<file path="src/rtl/register_scoreboard.sv">
// Register scoreboard: counts in-flight writes per architectural register between
// issue and writeback retire, and stalls issue on RAW hazards or exhausted capacity.
module register_scoreboard #(
   parameter  int NUM_REGISTERS           = 32,
   parameter  int MAX_IN_FLIGHT           = 4,
   localparam int REGISTER_INDEXING_WIDTH = $clog2(NUM_REGISTERS),
   localparam int COUNT_WIDTH             = $clog2(MAX_IN_FLIGHT + 1)
) (
   input  logic                               clk,
   input  logic                               rst,
   input  logic                               issue_valid,
   input  logic [REGISTER_INDEXING_WIDTH-1:0] issue_read_1,
   input  logic                               issue_read_1_valid,
   input  logic [REGISTER_INDEXING_WIDTH-1:0] issue_read_2,
   input  logic                               issue_read_2_valid,
   input  logic [REGISTER_INDEXING_WIDTH-1:0] issue_write,
   input  logic                               issue_write_valid,
   output logic                               issue_stall,
   output logic                               issue_accept,
   input  logic                               retire_valid,
   input  logic [REGISTER_INDEXING_WIDTH-1:0] retire_register,
   input  logic                               flush,
   output logic [NUM_REGISTERS-1:0]           busy_mask,
   output logic [COUNT_WIDTH-1:0]             in_flight_count,
   output logic                               retire_error
);

   localparam logic [COUNT_WIDTH-1:0] COUNT_MAX = COUNT_WIDTH'(MAX_IN_FLIGHT);

   logic [COUNT_WIDTH-1:0] pending      [NUM_REGISTERS];
   logic [COUNT_WIDTH-1:0] pending_next [NUM_REGISTERS];
   logic [COUNT_WIDTH-1:0] count_next;

   logic write_tracked_reg;
   logic read_1_hazard;
   logic read_2_hazard;
   logic write_full;
   logic tracked_issue;
   logic tracked_retire;
   logic retire_bad;

   // Stall looks only at registered state; a same-cycle retire does not unblock a reader.
   assign write_tracked_reg = issue_write_valid && (issue_write != '0);
   assign read_1_hazard     = issue_read_1_valid && busy_mask[issue_read_1];
   assign read_2_hazard     = issue_read_2_valid && busy_mask[issue_read_2];
   assign write_full        = write_tracked_reg &&
                              ((pending[issue_write] == COUNT_MAX) || (in_flight_count == COUNT_MAX));
   assign issue_stall       = rst || flush || read_1_hazard || read_2_hazard || write_full;
   assign issue_accept      = issue_valid && !issue_stall;

   assign tracked_issue  = issue_accept && write_tracked_reg;
   assign tracked_retire = retire_valid && (retire_register != '0) && (pending[retire_register] != '0);
   assign retire_bad     = retire_valid && (retire_register != '0) && (pending[retire_register] == '0);

   always_comb begin
      // NOTE: every comb output gets a default before any branch, so no latch is inferred.
      count_next = in_flight_count;
      for (int r = 0; r < NUM_REGISTERS; r++) begin
         pending_next[r] = pending[r];
         if (flush || r == 0) begin
            pending_next[r] = '0;
         end else begin
            unique case ({tracked_issue  && (issue_write     == REGISTER_INDEXING_WIDTH'(r)),
                          tracked_retire && (retire_register == REGISTER_INDEXING_WIDTH'(r))})
               2'b10:   pending_next[r] = pending[r] + 1'b1;
               2'b01:   pending_next[r] = pending[r] - 1'b1;
               default: pending_next[r] = pending[r];
            endcase
         end
      end
      if (flush) begin
         count_next = '0;
      end else begin
         unique case ({tracked_issue, tracked_retire})
            2'b10:   count_next = in_flight_count + 1'b1;
            2'b01:   count_next = in_flight_count - 1'b1;
            default: count_next = in_flight_count;
         endcase
      end
   end

   // NOTE: the counter array is control state, so every entry is reset, not left as RAM.
   always_ff @(posedge clk or posedge rst) begin
      if (rst) begin
         for (int r = 0; r < NUM_REGISTERS; r++) begin
            pending[r] <= '0;
         end
         busy_mask       <= '0;
         in_flight_count <= '0;
         retire_error    <= 1'b0;
      end else begin
         // NOTE: non-blocking assignments so all state updates see the same pre-edge values.
         for (int r = 0; r < NUM_REGISTERS; r++) begin
            pending[r]   <= pending_next[r];
            busy_mask[r] <= (pending_next[r] != '0);
         end
         in_flight_count <= count_next;
         if (retire_bad && !flush) begin
            retire_error <= 1'b1;
         end
      end
   end

endmodule

</file>
<file path="config.mk">
export PLATFORM = sky130hd
export DESIGN_NAME = register_scoreboard
export DESIGN_NICKNAME = d
export VERILOG_FILES = /design/src/rtl/register_scoreboard.sv
export SDC_FILE = /design/constraint.sdc
export NUM_CORES = 1
export LEC_CHECK = 0
export ABC_AREA = 1
export BUFFER_PORTS_ARGS = -buffer_cell sky130_fd_sc_hd__buf_2
export CAP_MARGIN = 20
export CORE_MARGIN = 4
export CORE_UTILIZATION = 65
export CTS_CLUSTER_SIZE = 30
export DETAILED_ROUTE_END_ITERATION = 7
export PLACE_DENSITY = 0.86
export SETUP_SLACK_MARGIN = 0.1
export SYNTH_ARGS = -nofsm -noshare
export SYNTH_HDL_FRONTEND = slang
export SYNTH_SLANG_ARGS = --single-unit
</file>
<file path="constraint.sdc">
create_clock -name clk -period 11.2 [get_ports clk]
set_input_delay 0.56 -clock clk [delete_from_list [all_inputs] [get_ports clk]]
set_output_delay 0.56 -clock clk [all_outputs]
set_load 0.05 [all_outputs]
</file>
Word level (Yosys, flattened, before mapping). Index checks and enable logic that the tools add are counted.

Word-level logic and storage cells: 421. Input bits: 28. Bits in registers: 128. Output and inout port bits: 38.

Reductions and logical operators: 115. Multiplexer cells: 74. Order comparisons: 4. Bitwise operators: 2. Equal/unequal tests: 128. $add $sub $neg: 64.

Operator list (count): $pmux W3 S2 (32); $eq A5 B5 Y1 const B (32); $mux W3 (36); $reduce_bool A3 Y1 (33); $add A3 B1 Y3 const B (32); $sub A3 B1 Y3 const B (32); $eq A5 B4 Y1 const B (16); $logic_and A1 B1 Y1 (72); $eq A2 B1 Y1 const B (32); $eq A2 B2 Y1 const B (32); $eq A5 B3 Y1 const B (8); $bmux W3 S5 (2); $eq A5 B2 Y1 const B (4); $ge A6 B6 Y1 const B (2); $lt A5 B6 Y1 const B (2); $not A5 Y6 (2); $bmux W1 S5 (2); $eq A5 B1 Y1 const B (2); $reduce_bool A5 Y1 (2); $eq A3 B3 Y1 const B (2); $logic_or A1 B1 Y1 (5); $logic_not A3 Y1 (1); $logic_not A1 Y1 (2); $mux W1 (2).

Logic depth before layout (Yosys ltp). Gate-level depths: netlist (run 1).

Depth after elaboration: 16. Gate-level depth with buffers: 24. Depth with buffers taken out: 22.

Worst setup path before layout (run 1). Ideal clock, no wire load.

Path kind: input port to output port. Start point: input issue_write[0]. End point: output issue_accept. Data required time: 10.640 ns. Buffers on the path: 2. Setup slack: 7.543 ns. Stages: 11. Arrival: 3.097 ns. Cells stage by stage: buf_4 nor2_2 buf_2 nand2_1 o21ai_0 o21ai_1 nand2_1 nor2_1 nor2_2 o21ai_0 nor2_1.

Word-level cells in the longest chain between the ends: 10. Elaborated cells between the ends (all ways): 12. Those cells by class: eq/ne: 1; mux: 3; bitwise: 1; reduce/logical: 7.

RTL lines: from (decl) (line 16) `input logic [REGISTER_INDEXING_WIDTH-1:0] issue_write,`; $not A5 Y6 (implied by the code) (line 47) `((pending[issue_write] == COUNT_MAX) || (in_flight_count == COUNT_MAX));`; $bmux W3 S5 (line 47); $mux W3 (implied by the code) (2 in series) (line 47); $eq A3 B3 Y1 (line 47); $logic_or A1 B1 Y1 (line 47); $logic_and A1 B1 Y1 (*) (line 46) `assign write_full = write_tracked_reg &&`; $logic_or A1 B1 Y1 (*) (line 48) `assign issue_stall = rst || flush || read_1_hazard || read_2_hazard || write_full;`; net issue_stall (line 18) `output logic issue_stall,`; $logic_not A1 Y1 (*) (line 49) `assign issue_accept = issue_valid && !issue_stall;`; $logic_and A1 B1 Y1 (*) (line 49); to (decl) (line 19) `output logic issue_accept,`.

Mark *: on every way through the listed nets, which the timed path passes. The rest lies on a longest branch. The select of a mux whose other input is x is not followed.

==> out/metrics.yaml, run 1 <==
routing:
  drt_iter0_drc: 944
  drc: 0
  vias_per_cell: 6.03
  wl_per_cell_um: 17.3
  drt_wl_total_um: 24100
  antenna_left: 0
  via_count: 8381
  firstDrtPassIters: 7
timing:
  tightest_slew_ps: 937
  fin_setup_tns_ps: 0
  setup_viol: 0
  fmax_ghz: 0.237
  skew_ps: 7.74
  min_period_over_period_pct: 37.7
  rsz0062_at_grt: "no"
  finalHoldViolCount: 0
  slew_headroom_pct: 37.5
  fin_crit_ps: 4220
  drv_slew: 0
cts:
  clock_sinks: 128
  cts_tree: "done"
  cts_root_buf: "clkbuf_16"
  worstSkewPairLatency_ps: 420
  cts_resized: 0
  ctsHtreeMaxLevel: 4
  clockBufferDepth: 2
  path_clk_slew_ps: 60
  cts_setup_buffers: 0
  cts_buffers: 17
  hold_buffers: 0
worst_setup_path:
  endpoint_kind: "register"
  crit_top_cell: "nand2_1"
  cp.required_ps: 11480
  cp.arrival_ps: 4500
  rrSetupSlack_ps: 7410
  cpPeakStageDelay_ps: 600
  crit_path_top_delay_cell: "nor2_2"
  reg2reg_from: "pending[57]$_DFF_PP0_"
  crit_chain: "buf_2, nor2_2, inv_1, nor2_1, nor2_1, nand2_1, nand2_1, nand2_1, nor2_1, nand2_1, nand2_1, nor2_2, nand4_4, nor2_4, nand3_1, ha_1, fa_1, a21oi_1, o21a_1, nand2_1, nand2_1, nor2_1, or3_1"
  critPathLaunch: "issue_write[0]"
  cp_max_fo: 15
  r2r_end: "busy_mask[9]$_DFF_PP0_"
  path_class: "in -> reg"
  start_kind: "primary input"
  worst-r2r-cell-count: 21
  endpoint: "busy_mask[9]$_DFF_PP0_"
power:
  p_int_uw: 821
  pwr-share-seq_pct: 42.4
  ir_worst_vdd_mv: 0.133
  p_leak_nw: 5.07
  clkPwrFrac_pct: 48.6
  p_switching_uw: 285
  combPwrFrac_pct: 9.0
  sw_frac_of_total_pct: 25.8
  pwr_density_cell_nw_per_um2: 116
global_route:
  grt.overflow.total: 0
  first_global_vias: 7682
  grt_pass1_wl_um: 38600
  grt_max_degree: 95
  globalRouteTotalUtil_pct: 33.3
  antenna_found_initial: 0
synth:
  synth_area_um2: 8580
  synth_top_area_cell: "dfrtp_1"
  synth_warnings: 0
  synth_cell_type_count: 34
  ys_seq_area_share_pct: 37.3
  synth-seq-cells: 128
  netlist.area_leader.share_pct: 37.3
  synthTopCellsByArea: "dfrtp_1, nand2_1, nor2_1"
  syn_avg_cell_area_um2: 7.48
  synth_nets: 1238
  synth_cells: 1147
placed_design:
  port_buffers: 64
  globalplace.congestion: 0.954
  detailed_place_hpwl_um: 17500
  dp_cells: 1359
finish:
  antenna_cells: 0
  stdcell_count: 1391
  fin_nets: 1297
  drive_gt1_share_pct: 9.76
  post-route-util_pct: 74.9
  area_growth_pct: 11.5
worst_hold_path:
  min_path_type: "in -> async"
outcome:
  outcome: "finished, final reports clean"
run:
  maxCapViolCount: 0
die:
  fp.dieW_um: 123
  dieHeight_um: 123
  die_area_um2: 15100
  start_util_pct: 67.2
  core_um2: 12800
  pin_count: 66
  std_cell_rows: 41
==> worst min-delay path by stage <==
stage	start	end	slack, ps	cells after the start
final	rst	busy_mask[16]$_DFF_PP0_	320	2
after global placement	retire_error$_DFFE_PP0P_	retire_error$_DFFE_PP0P_	500	1
after CTS	rst	busy_mask[19]$_DFF_PP0_	340	2
after detailed placement	retire_error$_DFFE_PP0P_	retire_error$_DFFE_PP0P_	500	1
after floorplan	pending[81]$_DFF_PP0_	pending[81]$_DFF_PP0_	500	1
after global routing	rst	pending[69]$_DFF_PP0_	380	2
==> Yosys cell counts <==
cell      count
nand2_1     252
nor2_1      182
dfrtp_1     128
inv_1       112
o21ai_0      93
a21oi_1      81
nand3_1      70
fa_1         32
ha_1         31
o21a_1       31
or3_1        31
clkbuf_1     14
nor3_1       14
nand3b_1     10
o31ai_1       8
buf_2         7
nand4_1       5
nor2_2        5
o21ai_1       5
o22ai_1       5
buf_4         4
inv_2         4
nor2_4        4
nand2_2       3
nor3b_1       3
or2_2         3
buf_6         2
o211ai_1      2
a21o_1        1
a21oi_2       1
a31oi_1       1
clkinv_1      1
conb_1        1
nand4_4       1
==> critical path: cells and delay by family <==
family	cells	cell delay, ps
AOI/OAI and AO/OA	2	290
buffers and inverters	2	360
and+or+nand+nor	17	2600
adders and majority gates	2	670
==> cell usage in the layout (no fill, tap or decap), types with 2 or more instances in the layout <==
cell type / Yosys / layout
nor2_2: 5 / 5
ha_1: 31 / 31
dfrtp_1: 128 / 128
o21ai_1: 5 / 5
clkbuf_1: 14 / 3
nand2_2: 3 / 3
a21oi_1: 81 / 81
nor3b_1: 3 / 3
o211ai_1: 2 / 2
inv_1: 112 / 110
o31ai_1: 8 / 8
nor3_1: 14 / 14
bufinv_16: 0 / 2
nand2_1: 252 / 252
inv_2: 4 / 5
nor2_4: 4 / 4
clkinvlp_4: 0 / 4
or3_1: 31 / 31
nand4_1: 5 / 5
buf_4: 4 / 3
o21a_1: 31 / 31
nand3_1: 70 / 70
fa_1: 32 / 32
clkinv_2: 0 / 5
nand3b_1: 10 / 10
clkbuf_16: 0 / 17
buf_2: 7 / 64
o22ai_1: 5 / 5
o21ai_0: 93 / 93
or2_2: 3 / 3
nor2_1: 182 / 182
==> flip-flops by register name, indices dropped and copies added (netlist names) <==
name and flops:
in_flight_count 3, pending 93, busy_mask 31, retire_error 1
==> logic make-up (layout without fill, tap and decap cells) <==
kind of cell | after synthesis | after routing | share of synthesized area [%]
AND/OR/NAND/NOR | 583 | 583 | 29.2
AO/OA/AOI/OAI | 228 | 228 | 14.7
buffers and inverters | 144 | 216 | 6.75
flip-flops | 128 | 128 | 37.3
adder cells (fa/ha/maj) | 63 | 63 | 12.0
other | 1 | 1 | 0.0437
==> layer usage <==
layer	vias to the layer above	global-route usage, %	part of all wire [%]	routed length [µm]
met5	-	0	0	0
met2	498	51.8	45	10800
met1	3905	44.9	41	9810
met4	0	12.6	3.7	884
li1	3881	-	-	-
met3	97	8.76	11	2620
==> area by class of cell <==
| class | instances | area (µm²) |
|---|---|---|
| clock buffers | 21 | 450 |
| inverters | 117 | 442 |
| flip-flops and latches | 128 | 3200 |
| fillers | 960 | 3210 |
| clock inverters | 11 | 115 |
| repair buffers | 67 | 343 |
| multi-input cells | 875 | 4800 |
| well taps | 172 | 215 |
==> power groups by stage <==
stage               Combinational, mW  Sequential [mW]  Clock [mW]
finish                         0.0992            0.470       0.538
global route                    0.108            0.470       0.563
CTS                            0.0970            0.469       0.540
detailed placement             0.0963            0.478           0
global placement               0.0948            0.477           0
floorplan                      0.0615            0.483           0
==> per-stage QoR <==
stage	setup slack (ps)	area [µm²]	hold WS (ps)	power, mW
2_1_floorplan	7230	8580	498	0.544
3_3_place_gp	6790	9000	500	0.572
3_5_place_dp	6690	9000	498	0.574
4_1_cts	7120	9570	341	1.11
5_1_grt	6730	9570	376	1.14
6_report	6980	9570	317	1.11
Note: power is estimated with default switching activity, not from simulation.
==> run 2: changes to the inputs <==
--- a/config.mk
+++ b/config.mk
@@ -5,14 +5,14 @@
 export SDC_FILE = /design/constraint.sdc
 export NUM_CORES = 1
 export LEC_CHECK = 0
-export ABC_AREA = 1
+export ABC_AREA = 0
 export BUFFER_PORTS_ARGS = -buffer_cell sky130_fd_sc_hd__buf_2
 export CAP_MARGIN = 20
 export CORE_MARGIN = 4
-export CORE_UTILIZATION = 65
+export CORE_UTILIZATION = 61
 export CTS_CLUSTER_SIZE = 30
 export DETAILED_ROUTE_END_ITERATION = 7
-export PLACE_DENSITY = 0.86
+export PLACE_DENSITY = 0.82
 export SETUP_SLACK_MARGIN = 0.1
 export SYNTH_ARGS = -nofsm -noshare
 export SYNTH_HDL_FRONTEND = slang
==> constraint.sdc (replaced) <==
create_clock -name clk -period 4.1 [get_ports clk]
set_input_delay 0.205 -clock clk [delete_from_list [all_inputs] [get_ports clk]]
set_output_delay 0.205 -clock clk [all_outputs]
set_load 0.05 [all_outputs]
==> run 2 against run 1 <==
Global-route usage shrank 2.3 points. Die area grew 3.1%. Sequential share of layout area shrank 0.053 points. Clock skew shrank 1.5 ps. Via count shrank 15%. Clock power grew to 2.7 times the previous value. Final cell count shrank 23%. Worst setup slack lost 6800 ps. Largest cell class unchanged. Largest power group unchanged. Highest routed layer unchanged.
==> out/metrics.yaml, run 2 <==
worst_setup_path:
  worst-r2r-cell-count: 14
  cp.required_ps: 4360
  path_class: "reg -> reg"
  cpPeakStageDelay_ps: 490
  crit_chain: "mux4_2, mux2i_1, o22a_1, nand4_1, a41oi_2, and4bb_4, nand4b_2, or3_1, ha_1, fa_1, xnor2_1, nor2_1, xnor2_1, a31oi_1"
  start_kind: "register"
  crit_path_top_delay_cell: "mux4_2"
  cp_max_fo: 5
  endpoint_kind: "register"
  cp.arrival_ps: 4160
  crit_top_cell: "xnor2_1"
die:
  core_um2: 13300
  start_util_pct: 62.6
  std_cell_rows: 42
  pin_count: 66
  fp.dieW_um: 125
  dieHeight_um: 125
  die_area_um2: 15600
placed_design:
  detailed_place_hpwl_um: 17300
  globalplace.congestion: 1.01
  place_ws_ps: 164
  port_buffers: 64
finish:
  post-route-util_pct: 72.1
  reg.largest.list: "pending (93), busy_mask (31), in_flight_count (3)"
  largest_register_ffs: 93
  fin_nets: 974
  regMostFlops: "pending"
  final_cell_mix: "nor2_1, dfrtp_1, buf_2, xnor2_1, mux2i_1"
  drive_gt1_share_pct: 19.6
  n_fill_cell: 860
  area_growth_pct: 15.2
  layout_commonest_cell: "nor2_1"
routing:
  antenna_left: 0
  drt_wl_total_um: 23700
  via_count: 7148
  firstDrtPassIters: 7
  drt_iter0_drc: 902
  vias_per_cell: 6.67
  wl_per_cell_um: 22.1
  drc: 0
worst_hold_path:
  hold-path-cell-count: 2
  min_path_type: "in -> reg"
timing:
  slew_headroom_pct: 24.6
  skew_ps: 6.20
  fmax_ghz: 0.256
  finalHoldViolCount: 0
  tightest_slew_ps: 1130
  fin_crit_ps: 3900
  rsz0062_at_grt: "yes"
  drv_slew: 0
  fin_setup_tns_ps: 0
  setup_viol: 0
  fin_ws_ps: 199
  hold_ws_ps: 137
  min_period_over_period_pct: 95.1
power:
  p_leak_nw: 4.43
  ir_worst_vdd_mv: 0.332
  pwr_density_cell_nw_per_um2: 318
synth:
  synth_cell_type_count: 65
  yosys-top-cells-count: "nor2_1, dfrtp_1, xnor2_1"
  synth_top_area_cell: "dfrtp_1"
  netlist.area_leader.share_pct: 38.5
  synth.most_common_cell: "nor2_1"
  synth_nets: 897
  synth_warnings: 0
  synthTopCellsByArea: "dfrtp_1, nor2_1, fa_1"
  async_flop_share_pct: 100
  synth-seq-cells: 128
  synth_edf_count: 0
  yosys_most_used_dff: "dfrtp_1"
  ys_seq_area_share_pct: 38.5
  synth_area_um2: 8320
  synth_cells: 806
  syn_avg_cell_area_um2: 10.3
cts:
  cts_root_buf: "clkbuf_16"
  cts_buffers: 17
  worstSkewPairLatency_ps: 430
  cts_tree: "done"
  clock_sinks: 128
  path_clk_slew_ps: 60
  ctsHtreeMaxLevel: 4
  clockBufferDepth: 2
outcome:
  outcome: "finished, final reports clean"
run:
  maxCapViolCount: 0
global_route:
  grt.overflow.total: 0
  grt_max_degree: 110
  grt_pass1_wl_um: 37900
  antenna_found_initial: 0
  first_global_vias: 7089
  globalRouteTotalUtil_pct: 31.0
==> run 2: layout make-up <==
cell class                      instances  area (µm²)  area share [%]
Clock buffer                           18         429            4.48
Antenna cell                            1        2.50          0.0261
Tap cell                              176         220            2.30
Clock inverter                         13         143            1.49
Sequential cell                       128        3210            33.4
Inverter                               10        40.0           0.418
Multi-Input combinational cell        628        4930            51.4
Timing Repair Buffer                   98         622            6.49
==> run 2: through the flow <==
stage          instances  instance area [µm²]  total power, mW
6_report            1072                 9590             3.05
4_1_cts             1066                 9490             3.06
2_1_floorplan        806                 8320             1.50
5_1_grt             1071                 9590             3.15
3_3_place_gp        1034                 8910             1.58
3_5_place_dp        1034                 8910             1.59
==> run 2: kinds of logic (layout without fill, tap and decap cells) <==
logic type	count (synthesis)	count (layout)	share of synthesized area (%)
buf+inv	50	139	2.89
compound gates	90	90	7.58
other cells	1	2	0.0451
simple gates	321	321	19.1
mux	59	59	9.64
flops	128	128	38.5
fa+ha+maj	63	63	12.4
xor+xnor	94	94	9.89
==> run 2: worst max-delay path, delay by kind of cell, from the launching register on <==
kind / cells / cell delay, ps
multiplexers: 2 / 670
adder cells (fa/ha/maj): 2 / 620
AND/OR/NAND/NOR: 5 / 1100
XOR/XNOR: 2 / 370
flip-flops: 1 / 450
AO/OA/AOI/OAI: 3 / 520
==> run 2: path summary, 6_finish.rpt <==
| path | start | endpoint | slack (ps) |
|---|---|---|---|
| max in group asynchronous | rst | busy_mask[15]$_DFF_PP0_ | 2620 |
| setup / recovery | busy_mask[14]$_DFF_PP0_ | busy_mask[17]$_DFF_PP0_ | 200 |
| hold reg to reg | retire_error$_DFFE_PP0P_ | retire_error$_DFFE_PP0P_ | 490 |
| hold / removal | flush | pending[18]$_DFF_PP0_ | 140 |
| min in group asynchronous | rst | busy_mask[18]$_DFF_PP0_ | 460 |
| setup reg to reg | busy_mask[14]$_DFF_PP0_ | busy_mask[17]$_DFF_PP0_ | 200 |
==> run 2: power breakdown <==
| part | internal [mW] | total (mW) | switching (mW) |
|---|---|---|---|
| Clock | 0.889 | 1.47 | 0.581 |
| Sequential | 1.27 | 1.29 | 0.0134 |
| Combinational | 0.0953 | 0.298 | 0.202 |
| Total | 2.26 | 3.05 | 0.797 |
==> run 2: per-layer routing <==
metal / wire (µm) / track usage, % / vias up
met4: 1100 / 15.7 / 0
met1: 8930 / 40.7 / 3495
met5: 0 / 0 / -
met3: 2810 / 8.92 / 127
met2: 10800 / 47.2 / 518
li1: - / - / 3008
==> run 2: timing repair <==
action                                  in CTS  in global routing
hold endpoints to repair                    53                  0
hold buffers                                 1                  0
buffers inserted                             0                  5
gates resized for setup                      0                 16
endpoints found under the setup margin       0                 29
==> run 3: changes to the inputs <==
--- a/config.mk
+++ b/config.mk
@@ -9,10 +9,10 @@
 export BUFFER_PORTS_ARGS = -buffer_cell sky130_fd_sc_hd__buf_2
 export CAP_MARGIN = 20
 export CORE_MARGIN = 4
-export CORE_UTILIZATION = 61
+export CORE_UTILIZATION = 46
 export CTS_CLUSTER_SIZE = 30
 export DETAILED_ROUTE_END_ITERATION = 7
-export PLACE_DENSITY = 0.82
+export PLACE_DENSITY = 0.65
 export SETUP_SLACK_MARGIN = 0.1
 export SYNTH_ARGS = -nofsm -noshare
 export SYNTH_HDL_FRONTEND = slang
==> run 3 against run 2 <==
Critical path depth unchanged. Flip-flop and latch count unchanged. Clock power fell by 5%. Worst setup slack got worse by 34 ps. Sequential power about the same. First-iteration DRC count shrank 36%. Final cell count is 10% higher. Combinational power grew 4%. Count of clock-buffer cells in the layout shrank 1. Wire length shrank 3.0%. Cell area up 4.9%. Critical endpoint is now busy_mask[19]$_DFF_PP0_. Largest power group unchanged.
==> out/metrics.yaml, run 3 (same netlist as run 2, synthesis figures left out) <==
worst_setup_path:
  r2r_end: "busy_mask[19]$_DFF_PP0_"
  crit_top_cell: "xnor2_1"
  path_class: "reg -> reg"
  cpPeakStageDelay_ps: 480
  cp.required_ps: 4350
  rrSetupSlack_ps: 160
  critPathLaunch: "busy_mask[15]$_DFF_PP0_"
  critPathBufInv: 0
  cp_top_family: "simple AND/OR/NAND/NOR gates"
  cp_max_fo: 7
  worst-r2r-cell-count: 14
  endpoint_kind: "register"
  crit_chain: "mux4_2, mux2i_1, o22a_1, nand4_1, a41oi_2, and4bb_4, nand2_4, or4_4, ha_1, fa_2, xnor2_1, nor2_1, xnor2_1, a31oi_1"
  crit_path_top_delay_cell: "mux4_2"
  start_kind: "register"
  cp.arrival_ps: 4190
  reg2reg_from: "busy_mask[15]$_DFF_PP0_"
finish:
  area_growth_pct: 20.9
  final_cell_mix: "nor2_1, dfrtp_1, buf_4, xnor2_1, buf_2"
  regMostFlops: "pending"
  reg.largest.list: "pending (93), busy_mask (31), in_flight_count (3)"
  antenna_cells: 0
  fin_area_um2: 10100
  drive_gt1_share_pct: 24.2
  largest_register_ffs: 93
  layout_commonest_cell: "nor2_1"
  fin_nets: 1035
timing:
  slew_headroom_pct: 28.6
  fin_crit_ps: 3940
  tightest_slew_ps: 1070
  setup_viol: 0
  min_period_over_period_pct: 96.0
  finalHoldViolCount: 0
  fmax_ghz: 0.254
  rsz0062_at_grt: "yes"
  skew_ps: 7.34
  drv_slew: 0
  fin_setup_tns_ps: 0
routing:
  firstDrtPassIters: 6
  via_count: 6823
  antenna_left: 0
  drc: 0
  vias_per_cell: 5.77
  drt_wl_total_um: 22900
  drt_iter0_drc: 578
  wl_per_cell_um: 19.4
global_route:
  antenna_found_initial: 1
  globalRouteTotalUtil_pct: 23.6
  grt.overflow.total: 0
  first_global_vias: 6841
  grt_pass1_wl_um: 37100
  grt_max_degree: 107
die:
  core_um2: 17500
  fp.dieW_um: 142
  start_util_pct: 47.4
  pin_count: 66
  dieHeight_um: 142
  die_area_um2: 20300
  std_cell_rows: 48
cts:
  path_clk_slew_ps: 60
  cts_root_buf: "clkbuf_16"
  clock_sinks: 128
  ctsHtreeMaxLevel: 4
  cts_buffers: 17
  cts_tree: "done"
  worstSkewPairLatency_ps: 430
  clockBufferDepth: 2
placed_design:
  place_area_um2: 9450
  detailed_place_hpwl_um: 17200
  port_buffers: 64
  globalplace.congestion: 0.913
worst_hold_path:
  hp-start: "flush"
  whs_endpoint: "pending[12]$_DFF_PP0_"
  hold-path-cell-count: 2
  min_path_type: "in -> reg"
power:
  ir_worst_vdd_mv: 0.299
  pwr_density_cell_nw_per_um2: 296
  p_leak_nw: 4.73
run:
  maxCapViolCount: 0
outcome:
  outcome: "finished, final reports clean"
[run 3: layout make-up]
class / count / area [µm²]
clock buffers: 17 / 425
well taps: 225 / 282
inverters: 10 / 40.0
multi-input cells: 628 / 4900
fillers: 1528 / 7480
repair buffers: 159 / 1090
clock inverters: 15 / 111
flip-flops and latches: 128 / 3210
[run 3: power by group]
group / total [mW] / switching (mW) / internal, mW
Clock: 1.39 / 0.612 / 0.775
Sequential: 1.28 / 0.0113 / 1.27
Combinational: 0.310 / 0.204 / 0.106
Total: 2.98 / 0.827 / 2.15
[run 3: layer usage]
layer | vias to the layer above | routed length [µm] | GRT usage, %
met4 | 2 | 618 | 9.05
met5 | - | 8 | 0
met3 | 52 | 1830 | 5.28
li1 | 3136 | - | -
met2 | 276 | 10100 | 35.3
met1 | 3357 | 10400 | 33.6
[run 3: repair_timing]
| action | CTS | global route |
|---|---|---|
| gates resized for setup | 0 | 10 |
| endpoints found under the hold margin | 58 | 0 |
| setup endpoints to repair | 0 | 27 |
| hold buffers | 1 | 0 |
| buffers inserted | 0 | 4 |
[run 3: how the worst max path moves through the flow]
stage / to / slack [ps] / cells after the start
3_3_place_gp: busy_mask[17]$_DFF_PP0_ / 200 / 15
2_1_floorplan: busy_mask[19]$_DFF_PP0_ / 380 / 14
5_1_grt: busy_mask[13]$_DFF_PP0_ / 50 / 15
3_5_place_dp: busy_mask[19]$_DFF_PP0_ / 160 / 14
6_report: busy_mask[19]$_DFF_PP0_ / 160 / 14
4_1_cts: busy_mask[19]$_DFF_PP0_ / 190 / 13
[run 3: stage by stage]
step	instances	setup WS (ps)	hold slack, ps	utilization, %	power [mW]
after floorplan	806	381	384	-	1.50
after global placement	1145	202	418	53.9	1.61
after detailed placement	1145	160	426	53.9	1.61
after CTS	1178	191	140	57.0	3.00
after global routing	1182	48.8	161	57.3	3.08
final	1182	165	146	57.3	2.98
